==> config.mk <==
export PLATFORM = sky130hd
export DESIGN_NAME = hazard_controller
export DESIGN_NICKNAME = d
export VERILOG_FILES = /design/src/rtl/hazard_controller.sv
export SDC_FILE = /design/constraint.sdc
export NUM_CORES = 1
export LEC_CHECK = 0
export CORE_UTILIZATION = 47
export DETAILED_ROUTE_END_ITERATION = 10
export PLACE_DENSITY = 0.92
export SLEW_MARGIN = 30
export SYNTH_ARGS = -nofsm -noshare
export SYNTH_HDL_FRONTEND = slang
export SYNTH_SLANG_ARGS = --single-unit
==> constraint.sdc <==
create_clock -name clock -period 2.2 [get_ports clock]
set_clock_uncertainty 0.15 [all_clocks]
set_input_delay 0.33 -clock clock [delete_from_list [all_inputs] [get_ports clock]]
set_output_delay 0.33 -clock clock [all_outputs]
set_load 0.05 [all_outputs]
==> src/rtl/hazard_controller.sv <==
// hazard_controller
// Stall / flush / freeze decisions for the 5-stage RISC-V pipeline.
// Handles load-use hazards, taken-branch flushes resolved in EX and
// multi-cycle data-memory waits with a timeout that halts the pipeline.
// Control outputs are Mealy (state + current inputs) so they act in the
// same cycle. An asserted reset overrides them with the safe
// "hold PC, flush IF/ID, bubble ID/EX" pattern.
module hazard_controller #(
  parameter int MEM_TIMEOUT = 15,
  parameter int COUNT_WIDTH = 16
) (
  input  logic                   clock,
  input  logic                   reset,
  input  logic [4:0]             if_id_rs1,
  input  logic [4:0]             if_id_rs2,
  input  logic                   id_uses_rs1,
  input  logic                   id_uses_rs2,
  input  logic                   id_ex_mem_read,
  input  logic [4:0]             id_ex_rd,
  input  logic                   ex_branch_taken,
  input  logic                   mem_req,
  input  logic                   mem_ready,
  output logic                   pc_write,
  output logic                   if_id_write,
  output logic                   if_id_flush,
  output logic                   id_ex_bubble,
  output logic                   pipe_freeze,
  output logic                   halted,
  output logic [1:0]             state_out,
  output logic [COUNT_WIDTH-1:0] stall_count,
  output logic [COUNT_WIDTH-1:0] flush_count
);

  // Width of the memory-wait counter; must be able to hold MEM_TIMEOUT itself.
  localparam int WAIT_W = (MEM_TIMEOUT < 1) ? 1 : $clog2(MEM_TIMEOUT + 1);
  localparam logic [WAIT_W-1:0]      WAIT_LIMIT = WAIT_W'(MEM_TIMEOUT);
  localparam logic [WAIT_W-1:0]      WAIT_ONE   = WAIT_W'(1);
  localparam logic [WAIT_W-1:0]      WAIT_ZERO  = '0;
  localparam logic [COUNT_WIDTH-1:0] CNT_ZERO   = '0;
  localparam logic [COUNT_WIDTH-1:0] CNT_ONE    = COUNT_WIDTH'(1);
  localparam logic [COUNT_WIDTH-1:0] CNT_MAX    = '1;

  typedef enum logic [1:0] {
    ST_RUN      = 2'b00,
    ST_MEM_WAIT = 2'b01,
    ST_HALT     = 2'b10
  } state_t;

  // Load-use: EX holds a load whose non-x0 destination is read by ID.
  function automatic logic load_use_hit(
    input logic       mem_read,
    input logic [4:0] rd,
    input logic       uses_rs1,
    input logic [4:0] rs1,
    input logic       uses_rs2,
    input logic [4:0] rs2
  );
    logic hit_rs1;
    logic hit_rs2;
    hit_rs1 = uses_rs1 && (rs1 == rd);
    hit_rs2 = uses_rs2 && (rs2 == rd);
    return mem_read && (rd != 5'd0) && (hit_rs1 || hit_rs2);
  endfunction

  // Saturating increment: the counter sticks at all-ones instead of wrapping.
  function automatic logic [COUNT_WIDTH-1:0] sat_inc(
    input logic [COUNT_WIDTH-1:0] cnt,
    input logic                   en
  );
    logic [COUNT_WIDTH-1:0] res;
    if (en && (cnt != CNT_MAX)) begin
      res = cnt + CNT_ONE;
    end else begin
      res = cnt;
    end
    return res;
  endfunction

  state_t              state_r;
  state_t              next_state_s;
  logic [WAIT_W-1:0]   wait_cnt_r;
  logic [WAIT_W-1:0]   next_wait_cnt_s;
  logic                halted_r;
  logic [COUNT_WIDTH-1:0] stall_count_r;
  logic [COUNT_WIDTH-1:0] flush_count_r;

  logic load_use_s;
  logic mem_wait_s;

  // Decisions of the normal (non-waiting) rules: branch, load-use, advance.
  logic adv_pc_write_s;
  logic adv_if_id_write_s;
  logic adv_if_id_flush_s;
  logic adv_id_ex_bubble_s;

  // Decoded outputs before the reset override.
  logic dec_pc_write_s;
  logic dec_if_id_write_s;
  logic dec_if_id_flush_s;
  logic dec_id_ex_bubble_s;
  logic dec_pipe_freeze_s;
  logic stall_inc_s;
  logic flush_inc_s;

  assign load_use_s = load_use_hit(id_ex_mem_read, id_ex_rd,
                                   id_uses_rs1, if_id_rs1,
                                   id_uses_rs2, if_id_rs2);
  assign mem_wait_s = mem_req && !mem_ready;

  // Branch squash beats load-use because the stalled ID instruction is discarded anyway.
  always_comb begin
    adv_pc_write_s     = 1'b1;
    adv_if_id_write_s  = 1'b1;
    adv_if_id_flush_s  = 1'b0;
    adv_id_ex_bubble_s = 1'b0;
    if (ex_branch_taken) begin
      adv_pc_write_s     = 1'b1;
      adv_if_id_write_s  = 1'b1;
      adv_if_id_flush_s  = 1'b1;
      adv_id_ex_bubble_s = 1'b1;
    end else if (load_use_s) begin
      adv_pc_write_s     = 1'b0;
      adv_if_id_write_s  = 1'b0;
      adv_if_id_flush_s  = 1'b0;
      adv_id_ex_bubble_s = 1'b1;
    end else begin
      adv_pc_write_s     = 1'b1;
      adv_if_id_write_s  = 1'b1;
      adv_if_id_flush_s  = 1'b0;
      adv_id_ex_bubble_s = 1'b0;
    end
  end

  // Next-state logic and state-dependent output decode.
  always_comb begin
    next_state_s       = state_r;
    next_wait_cnt_s    = wait_cnt_r;
    dec_pc_write_s     = adv_pc_write_s;
    dec_if_id_write_s  = adv_if_id_write_s;
    dec_if_id_flush_s  = adv_if_id_flush_s;
    dec_id_ex_bubble_s = adv_id_ex_bubble_s;
    dec_pipe_freeze_s  = 1'b0;
    flush_inc_s        = 1'b0;
    stall_inc_s        = 1'b0;
    case (state_r)
      ST_RUN: begin
        if (mem_wait_s) begin
          // Freeze everything; a pending branch is held and re-applied on completion.
          dec_pc_write_s     = 1'b0;
          dec_if_id_write_s  = 1'b0;
          dec_if_id_flush_s  = 1'b0;
          dec_id_ex_bubble_s = 1'b0;
          dec_pipe_freeze_s  = 1'b1;
          next_state_s       = ST_MEM_WAIT;
          next_wait_cnt_s    = WAIT_ONE;
        end else begin
          flush_inc_s = ex_branch_taken;
        end
        stall_inc_s = !dec_pc_write_s;
      end
      ST_MEM_WAIT: begin
        if (!mem_ready) begin
          dec_pc_write_s     = 1'b0;
          dec_if_id_write_s  = 1'b0;
          dec_if_id_flush_s  = 1'b0;
          dec_id_ex_bubble_s = 1'b0;
          dec_pipe_freeze_s  = 1'b1;
          if (wait_cnt_r == WAIT_LIMIT) begin
            next_state_s = ST_HALT;
          end else begin
            next_wait_cnt_s = wait_cnt_r + WAIT_ONE;
          end
        end else begin
          flush_inc_s     = ex_branch_taken;
          next_state_s    = ST_RUN;
          next_wait_cnt_s = WAIT_ZERO;
        end
        stall_inc_s = !dec_pc_write_s;
      end
      ST_HALT: begin
        dec_pc_write_s     = 1'b0;
        dec_if_id_write_s  = 1'b0;
        dec_if_id_flush_s  = 1'b0;
        dec_id_ex_bubble_s = 1'b1;
        dec_pipe_freeze_s  = 1'b1;
        next_state_s       = ST_HALT;
      end
      default: begin
        // Corrupted state encoding: stop the pipeline the same way a timeout does.
        dec_pc_write_s     = 1'b0;
        dec_if_id_write_s  = 1'b0;
        dec_if_id_flush_s  = 1'b0;
        dec_id_ex_bubble_s = 1'b1;
        dec_pipe_freeze_s  = 1'b1;
        next_state_s       = ST_HALT;
      end
    endcase
  end

  // State, wait counter and sticky halt flag.
  always_ff @(posedge clock or negedge reset) begin
    if (!reset) begin
      state_r    <= ST_RUN;
      wait_cnt_r <= WAIT_ZERO;
      halted_r   <= 1'b0;
    end else begin
      state_r    <= next_state_s;
      wait_cnt_r <= next_wait_cnt_s;
      if (next_state_s == ST_HALT) begin
        halted_r <= 1'b1;
      end else begin
        halted_r <= halted_r;
      end
    end
  end

  // Saturating performance counters.
  always_ff @(posedge clock or negedge reset) begin
    if (!reset) begin
      stall_count_r <= CNT_ZERO;
      flush_count_r <= CNT_ZERO;
    end else begin
      stall_count_r <= sat_inc(stall_count_r, stall_inc_s);
      flush_count_r <= sat_inc(flush_count_r, flush_inc_s);
    end
  end

  // Reset overrides the Mealy outputs with the safe hold/flush/bubble pattern.
  always_comb begin
    pc_write     = dec_pc_write_s;
    if_id_write  = dec_if_id_write_s;
    if_id_flush  = dec_if_id_flush_s;
    id_ex_bubble = dec_id_ex_bubble_s;
    pipe_freeze  = dec_pipe_freeze_s;
    halted       = halted_r;
    if (!reset) begin
      pc_write     = 1'b0;
      if_id_write  = 1'b0;
      if_id_flush  = 1'b1;
      id_ex_bubble = 1'b1;
      pipe_freeze  = 1'b0;
      halted       = 1'b0;
    end else begin
      halted = halted_r;
    end
  end

  assign state_out   = state_r;
  assign stall_count = stall_count_r;
  assign flush_count = flush_count_r;

endmodule

## Yosys cells after proc, flatten, opt, wreduce, memory -nomap -nowiden

Index checks and enable logic that the tools add are counted.

- Register bits after elaboration: 39
- Input bits: 23
- Logic and storage cells: 70

- Add/sub/neg operators: 3
- Eq/ne operators: 9
- Mux-type cells: 38
- Reductions and logical operators: 15

Operator list:

| operator | number |
|---|---|
| adder 16 x 1 -> 16 bit (second input constant) | 2 |
| inequality test 16 bit (second input constant) | 2 |
| 2-to-1 mux 1 bit | 23 |
| case mux 1 bit (2 select lines) | 7 |
| 2-to-1 mux 4 bit | 3 |
| equality test 5 bit | 2 |
| case mux 4 bit (2 select lines) | 1 |
| logical AND 1 bit | 7 |
| 2-to-1 mux 2 bit | 3 |
| nonzero test 5 bit | 1 |
| adder 4 x 1 -> 4 bit (second input constant) | 1 |
| equality test 4 bit (second input constant) | 1 |
| case mux 2 bit (2 select lines) | 1 |
| logical NOT 1 bit | 3 |
| inequality test 3 bit (second input constant) | 1 |
| AND reduction 3 bit | 1 |
| equality test 2 x 1 -> 1 bit (second input constant) | 1 |
| equality test 2 bit (second input constant) | 1 |
| logical NOT 2 bit | 1 |
| inequality test 2 bit (second input constant) | 1 |
| nonzero test 2 bit | 1 |
| logical OR 1 bit | 1 |

## Logic depth before layout (Yosys ltp)

Gate-level depths: netlist of the first run.

- Depth after elaboration: 11
- Mapped depth: 8
- Mapped depth without buffers: 7

## Worst setup path after synthesis of the first run

No wires, ideal clock.

- Path type: register to output
- Start: register state_r[0] (netlist: state_out[0])
- End: output port pc_write
- Arrival: 2.252 ns
- Data required time: 1.720 ns
- Path slack: -0.532 ns
- Stages on the path, launching flop included: 6
- Cell sequence: dfrtp_1 -> o21bai_2 -> nor2b_1 -> nand2_1 -> a21oi_1 -> buf_4

- Word-level cells in the longest chain between the ends: 3

Ends and longest elaborated chain:

| item | RTL line | RTL |
|---|---|---|
| start, declared | 79 | `state_t state_r;` |
| start signal, assigned | 207 | `state_r <= next_state_s;` |
| equality test 2 x 1 -> 1 bit or logical NOT 2 bit (tied branches) | 145 | `case (state_r)` |
| case mux 1 bit (2 select lines) (*) | 145 |  |
| 2-to-1 mux 1 bit (*) | 236 | `if (!reset) begin` |
| end, declared | 23 | `output logic pc_write,` |

Every way passes the cells marked *; elsewhere a longest branch is shown, timed or not.

## Final worst setup path of the first run

- Start: input port id_ex_rd[3]
- End: output port id_ex_bubble

- Word-level cells in the longest chain between the ends: 9

Ends and longest elaborated chain:

| item | RTL line | RTL |
|---|---|---|
| start, declared | 19 | `input logic [4:0] id_ex_rd,` |
| equality test 5 bit (on tied branches) | 60, 61 |  |
| logical AND 1 bit (on tied branches) | 60, 61 |  |
| logical OR 1 bit | 62 | `return mem_read && (rd != 5'd0) && (hit_rs1 \|\| hit_rs2);` |
| logical AND 1 bit (*) | 62 |  |
| 2-to-1 mux 1 bit (*) | 121 | `end else if (load_use_s) begin` |
| 2-to-1 mux 1 bit (*) | 116 | `if (ex_branch_taken) begin` |
| 2-to-1 mux 1 bit (on tied branches) | 162, 147 |  |
| case mux 1 bit (2 select lines) (*) | 145 |  |
| 2-to-1 mux 1 bit (*) | 236 |  |
| end, declared | 26 | `output logic id_ex_bubble,` |

Marked as above.

==> impl_metrics.toml, run 1 <==
[synth]
ys.flop_type = "dfrtp_1"
async_reset_ff_share_pct = 100
synth_edf_count = 0
post_synth.cell_area_avg_um2 = 10.6
synth.area.top_cells = "dfrtp_1 48%, xnor2_1 13%, and3_1 3.7%"
yosysMostFrequentCell = "dfrtp_1"
ys_seq_area_share_pct = 47.7
synth_area_mm2 = 0.00205
ys.warnings.count = 0
syn-instance-count = 193
yosysTopAreaCellShare_pct = 47.7
ys_types = 40
synth_area_leader_cell = "dfrtp_1"
syn-num-nets = 219
ys_ff_latch = 39
synthTopCellsByCount = "39 x dfrtp_1, 31 x xnor2_1, 15 x nand2_1, 13 x nand3_1"

[die]
die_area_mm2 = 0.00462
start_util_pct = 50.1
die_x_um = 68.0
num_io_pins = 63
die_h_um = 68.0
coreArea_mm2 = 0.00409
rows = 23

[sta]
setup_violations = 0
min_period_ns = 2.15
worst_pin_slew_ns = 0.508
max_slew_margin_pct = 66.0
worst_slack_ns = 0.0511
hold_viol_final = 0
timing.fmax_mhz = 465
drv_slew = 0
fin_setup_tns_ns = 0
fin_crit_sh_pct = 97.7
rsz0062_at_grt = "no"

[setup_path]
startpoint_type = "input pin"
crit_path_top_delay_cell = "or4_4"
critical-path-top-delay-family = "simple AND/OR/NAND/NOR gates"
critPathBufInv = 2
cp_slowest_stage_delay_ns = 0.52
end_kind = "output pin"
crit_fanout = 3
crit_cells = 7
cp.required_ns = 1.72
critPathKind = "in -> out"
crit_chain = "buf_4 -> or4_4 -> o21ai_4 -> nor2b_4 -> o21ai_1 -> nand3b_1 -> buf_12"
reg2reg_depth = 7
arrival_ns = 1.67

[clock_network]
clockRootBuffer = "clkbuf_8"
clk_pin_slew_ns = 0.07
htreeDepth = 2
cts_buffers = 5
cts_tree = "yes"
cts_sinks = 39
insertion_delay_ns = 0.29
cts_buffer_depth = 2
post-cts-setup-buffers = 0

[worst_hold_path]
hold_class = "in -> async"

[routing]
drc_errors = 0
post_drt_wl_per_cell_um = 14.5
vias = 1751
dr.pass1.iters = 4
drtIter0Drc = 82
wl_um = 4690
detail-route-antenna-nets = 0
viasPerCell = 5.42

[power_and_ir_drop]
p_per_area_mw_per_mm2 = 823
peakVddDrop_uv = 522
leakage_uw = 0.00135

[placement]
io_buffers = 62
gp_congestion = 0.851
dp_slack_ns = -0.435
dp_hpwl_um = 3660

[finish]
syn_to_final_growth_pct = 46.9
multi_input_area_mm2 = 0.00107
drive_gt1_share_pct = 18.7
final_nets = 298
regArea_um2 = 981
postLayoutCoreUtil_pct = 73.5
fillers = 299
diodes = 0

[global_route]
grt_pass1_vias = 1686
track_usage_pct = 22.7
gr-total-overflow = 0
grt_pass1_wl_um = 7620
antenna_found_initial = 0
grt_max_degree = 17

[run_status]
status = "complete, no violations"

[flow_run]
max_cap_viol_count = 0
power by group:
group	total [uW]	internal, uW	switching [uW]
Sequential	986	836	150
Combinational	989	388	601
Clock	499	253	246
state kept, by name, indices dropped and copies added, names as in the netlist:
register,cells
state_out,2
flush_count,16
halted_r,1
wait_cnt_r,4
stall_count,16
kinds of logic after synthesis:
logic type / Yosys count / share of synthesized area (%)
xor gates and xnor gates: 38 / 16.3
adders and majority gates: 3 / 1.84
and+or+nand+nor: 82 / 23.1
buffers and inverters: 10 / 2.45
DFF: 39 / 47.7
AOI/OAI and AO/OA: 17 / 6.54
muxes: 4 / 2.14
final cells by class:
type                       instances  share of cell area (%)
timing repair buffer              76                    25.9
multi-input combinational        144                    35.5
tap                               50                    2.08
sequential                        39                    32.7
inverter                           6                   0.750
clock buffer                       7                    2.87
clock inverter                     1                   0.167
worst paths after layout:
check,startpoint,to,slack [ns]
worst max-delay path,id_ex_rd[3],id_ex_bubble,0.05
worst min-delay path,reset,state_out[1]$_DFF_PN0_,0.26
worst max register to register,stall_count[0]$_DFFE_PN0P_,stall_count[15]$_DFFE_PN0P_,0.19
worst min register to register,halted_r$_DFFE_PN0N_,halted_r$_DFFE_PN0N_,0.31
max in group asynchronous,reset,flush_count[5]$_DFFE_PN0P_,1.03
min in group clock,halted_r$_DFFE_PN0N_,halted_r$_DFFE_PN0N_,0.31
layout by cell type, fill, tap and decap left out, types with 3 or more instances in the layout:
cell,instances
clkdlybuf4s50_1,40
dfrtp_1,35
xnor2_1,31
nand2_1,15
nand3_1,13
buf_4,13
nand4_1,12
and3_1,12
nor2_1,7
xor2_1,7
dlygate4sd2_1,7
buf_12,7
inv_1,6
clkbuf_8,6
and4_1,4
o21ai_0,4
dfrtp_2,4
nor3_1,3
nor2b_1,3
ha_1,3
per-stage QoR:
step | hold WS, ns | std cells | power [uW] | area (um^2)
3_3_place_gp | 0.0209 | 314 | 1950 | 2880
6_report | 0.256 | 323 | 2470 | 3000
4_1_cts | 0.254 | 323 | 2490 | 3000
3_5_place_dp | 0.0232 | 314 | 1990 | 2880
2_1_floorplan | -0.116 | 193 | 1590 | 2060
5_1_grt | 0.261 | 323 | 2590 | 3000
routing by layer:
layer	wire length, um	GRT usage [%]	vias up
li1	-	-	831
met1	1930	26.2	858
met2	2450	38.7	53
met3	189	6.00	9
met4	112	10.9	0
met5	0	0	-
repair_timing:
| item | 4_1_cts | 5_1_grt |
|---|---|---|
| gates resized for setup | 35 | 6 |
| endpoints found under the hold margin | 25 | 0 |
| hold buffers | 1 | 0 |
| pin swaps | 12 | 8 |
| cloned | 0 | 0 |
| setup endpoints to repair | 3 | 3 |
Power figures use the tool's default switching activity.
==> inputs of run 2 (changes only) <==
Settings changed: CTS_CLUSTER_DIAMETER from default to 40, SETUP_SLACK_MARGIN from default to 0.2.
==> run 2 against run 1 <==
Net effect: count of clock-buffer cells in the layout unchanged; sequential power about the same; utilization increased by 4.7 points; critical path depth unchanged; largest cell class unchanged; power increased by 3.8%; flip-flop and latch count unchanged; maximum frequency decreased by 0.30%; wire length increased by 7.2%; clock power increased by 11%.
==> impl_metrics.toml, run 2 (synthesis results as in run 1) <==
[setup_path]
cp.required_ns = 1.72
arrival_ns = 1.68
critPathBufInv = 3
startpoint_type = "input pin"
crit_chain = "buf_6 -> or4_4 -> o21ai_4 -> nor2b_4 -> buf_6 -> a21oi_4 -> buf_12"
crit_path_top_delay_cell = "or4_4"
crit_path_frequent_cell = "buf_6"
critical-path-top-delay-family = "simple AND/OR/NAND/NOR gates"
crit_fanout = 2
critPathKind = "in -> out"
end_kind = "output pin"
cp_slowest_stage_delay_ns = 0.53

[placement]
dp_hpwl_um = 3520
dp.cells = 316
placed_area_mm2 = 0.00295
gp_congestion = 0.816
io_buffers = 62

[clock_network]
cts_buffer_depth = 2
clk_pin_slew_ns = 0.08
insertion_delay_ns = 0.30
htreeDepth = 2
cts_tree = "yes"
cts_buffers = 5
cts_sinks = 39
clockRootBuffer = "clkbuf_8"

[finish]
fillers = 275
final_nets = 310
drive_gt1_share_pct = 31.6
finalNonFillerCells = 335
final_common_cell = "dlygate4sd2_1"
regArea_um2 = 998
final_cell_mix = "33 x dlygate4sd2_1, 30 x xnor2_1, 21 x dfrtp_1, 21 x buf_4, 18 x dfrtp_2"
design_area_mm2 = 0.00320
syn_to_final_growth_pct = 56.3
diodes = 0
multi_input_area_mm2 = 0.00114

[sta]
worst_pin_slew_ns = 0.509
drv_slew = 0
fin_crit_sh_pct = 98.0
min_period_ns = 2.16
fin_setup_tns_ns = 0
hold_viol_final = 0
setup_violations = 0
timing.fmax_mhz = 464
max_slew_margin_pct = 66.0
rsz0062_at_grt = "yes"
holdWs_ns = 0.136

[flow_run]
max_cap_viol_count = 0

[routing]
wl_um = 5020
post_drt_wl_per_cell_um = 15.0
vias = 1771
viasPerCell = 5.29
detail-route-antenna-nets = 0
drc_errors = 0
dr.pass1.iters = 4
drtIter0Drc = 189

[die]
die_x_um = 68.0
die_h_um = 68.0
rows = 23
die_area_mm2 = 0.00462
num_io_pins = 63
start_util_pct = 50.1
coreArea_mm2 = 0.00409

[global_route]
track_usage_pct = 23.9
grt_pass1_vias = 1791
gr-total-overflow = 0
grt_pass1_wl_um = 8100
grt_max_degree = 26
antenna_found_initial = 0

[power_and_ir_drop]
peakVddDrop_uv = 655
design_power_total_uw = 2570
p_per_area_mw_per_mm2 = 803
leakage_uw = 0.00166

[run_status]
status = "complete, no violations"

[worst_hold_path]
hold_class = "in -> async"
==> run 2: cell types whose count changed in the layout (fill, tap and decap cells not counted), sizes merged <==
cell / previous run / this run
dlygate4sd2: 7 / 33
clkdlybuf4s15: 3 / 1
clkinvlp: 0 / 1
dlymetal6s4s: 0 / 1
dlymetal6s2s: 1 / 12
clkinv: 1 / 0
buf: 23 / 35
clkdlybuf4s50: 40 / 4
==> run 2: metal layers <==
| layer | up-vias | wire length [um] | share of wire (%) | GRT usage, % |
|---|---|---|---|---|
| met4 | 0 | 89 | 1.8 | 9.38 |
| met1 | 850 | 2060 | 41 | 29.5 |
| met2 | 54 | 2610 | 52 | 39.3 |
| met5 | - | 0 | 0 | 0 |
| met3 | 9 | 267 | 5.3 | 6.50 |
| li1 | 858 | - | - | - |
==> run 2: what timing repair did <==
action / CTS / global route
setup buffers: 3 / 6
hold buffers: 2 / 0
endpoints found under the hold margin: 14 / 0
pin swaps: 20 / 14
endpoints found under the setup margin: 44 / 26
gates cloned: 0 / 0
gates resized for setup: 63 / 28
==> run 2: area by class of cell <==
type | instances | share of cell area (%)
Inverter | 6 | 0.705
Timing Repair Buffer | 88 | 27.1
Clock inverter | 1 | 0.235
Sequential cell | 39 | 31.2
Multi-Input combinational cell | 144 | 35.8
Tap cell | 50 | 1.96
Clock buffer | 7 | 3.01
==> run 2: worst reg2reg max path, cell delays in order, from the launching register on <==
cell	delay [ns]
dfrtp_2	0.46
ha_4	0.18
and4_1	0.20
and3_2	0.26
nand3_2	0.13
buf_4	0.19
nand3_1	0.12
xnor2_1	0.15
==> run 2: report_power, final <==
part           internal (uW)  switching [uW]
Sequential               847             168
Clock                    286             270
Combinational            378             621
Total                   1510            1060
==> run 2: final timing paths <==
| path | end | slack, ns | cells past startpoint | start |
|---|---|---|---|---|
| worst max-delay path | pc_write | 0.04 | 7 | id_ex_rd[3] |
| worst min-delay path | wait_cnt_r[3]$_DFFE_PN0P_ | 0.14 | 3 | reset |
| worst max register to register | stall_count[5]$_DFFE_PN0P_ | 0.26 | 7 | stall_count[0]$_DFFE_PN0P_ |
| worst min register to register | halted_r$_DFFE_PN0N_ | 0.32 | 1 | halted_r$_DFFE_PN0N_ |
| max in group asynchronous | flush_count[2]$_DFFE_PN0P_ | 1.09 | 3 | reset |
| min in group clock | halted_r$_DFFE_PN0N_ | 0.32 | 1 | halted_r$_DFFE_PN0N_ |
==> run 2: metrics by stage <==
stage / setup WS (ns) / utilization, %
final: 0.0446 / 78.2
after global routing: 0.0106 / 78.2
after CTS: 0.0229 / 75.7
after detailed placement: -0.300 / 72.2
after global placement: -0.268 / 72.2
after floorplan: 0.0669 / -
==> inputs of run 3 (changes only) <==
Settings changed: CELL_PAD_IN_SITES_DETAIL_PLACEMENT from default to 1, CELL_PAD_IN_SITES_GLOBAL_PLACEMENT from default to 1, CORE_UTILIZATION 47 to 37, CTS_BUF_LIST from default to sky130_fd_sc_hd__clkbuf_4 sky130_fd_sc_hd__clkbuf_8, PLACE_DENSITY 0.92 to 0.95, SLEW_MARGIN 30 to 25.
==> run 3 against run 2 <==
Net effect: largest cell class unchanged; non-clock buffer count increased by 6; cell area increased by 6.2%; hold slack got worse by 0.14 ns; the run now ends with hold timing left.
==> impl_metrics.toml, run 3 (synthesis results as in run 1) <==
[run_status]
status = "finished with violations"
violations = "hold timing"

[power_and_ir_drop]
pwr-share-comb_pct = 41.5
clockPowerShare_pct = 19.5
p_per_area_mw_per_mm2 = 771
peakVddDrop_uv = 587
design_power_total_uw = 2620
p_switching_uw = 1100
p_seq_share_pct = 39.0
switching_share_pct = 42.2
internal_power_uw = 1510
leakage_uw = 0.00169

[sta]
timing.fmax_mhz = 459
rsz0062_at_grt = "yes"
worst_pin_slew_ns = 0.513
setup_violations = 0
max_slew_margin_pct = 65.7
min_period_ns = 2.18
fin_crit_sh_pct = 99.0
drv_slew = 0
fin_setup_tns_ns = 0
hold_viol_final = 5
holdWs_ns = -0.00330

[routing]
detail-route-antenna-nets = 0
vias = 1937
dr.pass1.iters = 4
wl_um = 7120
drtIter0Drc = 79
post_drt_wl_per_cell_um = 19.7
drc_errors = 0
viasPerCell = 5.37

[finish]
final_nets = 316
syn_to_final_growth_pct = 65.9
diodes = 0
final_cell_mix = "35 x dlygate4sd2_1, 25 x xnor2_1, 23 x buf_4"
final_common_cell = "dlygate4sd2_1"
drive_gt1_share_pct = 38.1
finalNonFillerCells = 361

[die]
rows = 26
die_area_mm2 = 0.00583
coreArea_mm2 = 0.00520
start_util_pct = 39.3
die_x_um = 76.4
num_io_pins = 63
die_h_um = 76.4

[worst_hold_path]
hold_class = "in -> async"

[setup_path]
cp.required_ns = 2.26
critPathKind = "in -> reg"
startpoint_type = "input pin"
end_kind = "flip-flop"
crit_fanout = 5
arrival_ns = 2.24

[placement]
io_buffers = 62
dp.cells = 337
gp_congestion = 0.817
dp_hpwl_um = 4240

[clock_network]
htreeDepth = 2
clk_pin_slew_ns = 0.08
insertion_delay_ns = 0.30
clockRootBuffer = "clkbuf_8"
cts_tree = "yes"
cts_buffer_depth = 2
cts_buffers = 5
cts_sinks = 39

[flow_run]
max_cap_viol_count = 0

[global_route]
antenna_found_initial = 0
gr-total-overflow = 0
grt_pass1_wl_um = 10400
track_usage_pct = 23.2
grt_pass1_vias = 2058
grt_max_degree = 29
-- run 3: cell count changes in the layout (fill, tap and decap cells not counted), moves of 3 or more --
cell            change
nand3_4             +4
xnor2_1             -5
nand3_1             -7
xnor2_2             +5
nand3_2             +3
buf_6               +3
dlymetal6s2s_1      -3
-- run 3: timing repair --
| action | 4_1_cts | 5_1_grt |
|---|---|---|
| setup endpoints to repair | 50 | 40 |
| endpoints found under the hold margin | 6 | 0 |
| hold buffers | 2 | 0 |
| pin swaps | 20 | 16 |
| gates cloned | 1 | 0 |
| gates resized for setup | 80 | 40 |
| buffers inserted | 7 | 6 |
-- run 3: final timing paths --
kind	startpoint	slack (ns)	to	cells past startpoint
setup / recovery	if_id_rs1[0]	0.02	stall_count[15]$_DFFE_PN0P_	12
setup reg to reg	stall_count[2]$_DFFE_PN0P_	0.05	stall_count[15]$_DFFE_PN0P_	6
min in group clock	wait_cnt_r[3]$_DFFE_PN0P_	0.35	wait_cnt_r[3]$_DFFE_PN0P_	1
hold / removal	reset	-0.003	flush_count[15]$_DFFE_PN0P_	2
hold reg to reg	wait_cnt_r[3]$_DFFE_PN0P_	0.35	wait_cnt_r[3]$_DFFE_PN0P_	1
max in group asynchronous	reset	1.15	state_out[0]$_DFF_PN0_	3
-- run 3: routing by layer --
layer  wire [um]  vias to the layer above  part of all wire [%]  track usage, %
met5           0                        -                     0               0
met4         121                        0                   1.7            9.23
met3         282                       13                   4.0            5.27
met2        4090                       68                    58            43.2
met1        2620                      984                    37            25.2
li1            -                      872                     -               -
-- run 3: power by group through the flow --
stage | clock network, uW | logic, uW | registers (uW)
2_1_floorplan | 0 | 270 | 1380
3_3_place_gp | 0 | 995 | 1020
3_5_place_dp | 0 | 1020 | 1030
4_1_cts | 515 | 981 | 1020
5_1_grt | 547 | 1150 | 1040
6_report | 511 | 1090 | 1020
-- run 3: area by class of cell --
type	instances	area [um^2]
Clock buffer	7	83.8
Clock inverter	1	5.00
Fill cell	563	1810
Inverter	6	22.5
Multi-Input combinational cell	144	1270
Sequential cell	39	998
Tap cell	70	87.6
Timing Repair Buffer	94	923
-- run 3: stage by stage --
stage / hold WS [ns] / cell area (um^2) / setup slack (ns) / utilization [%]
final: -0.00330 / 3390 / 0.0220 / 65.2
after global routing: 0.0320 / 3390 / -0.0136 / 65.2
after CTS: 0.0146 / 3190 / 0.0483 / 61.2
after detailed placement: 0.0566 / 2980 / -0.423 / 57.3
after global placement: 0.0477 / 2980 / -0.381 / 57.3
after floorplan: -0.116 / 2130 / 0.0669 / -
-- run 3: worst max-delay path: stages --
cell and delay, ns:
dlygate4sd2_1 0.26, xnor2_2 0.20, nand2_2 0.09, o22ai_2 0.19, buf_4 0.13, buf_4 0.09, buf_4 0.10, buf_6 0.09
o2bb2ai_4 0.16, buf_6 0.19, nand4_1 0.16, xnor2_1 0.24
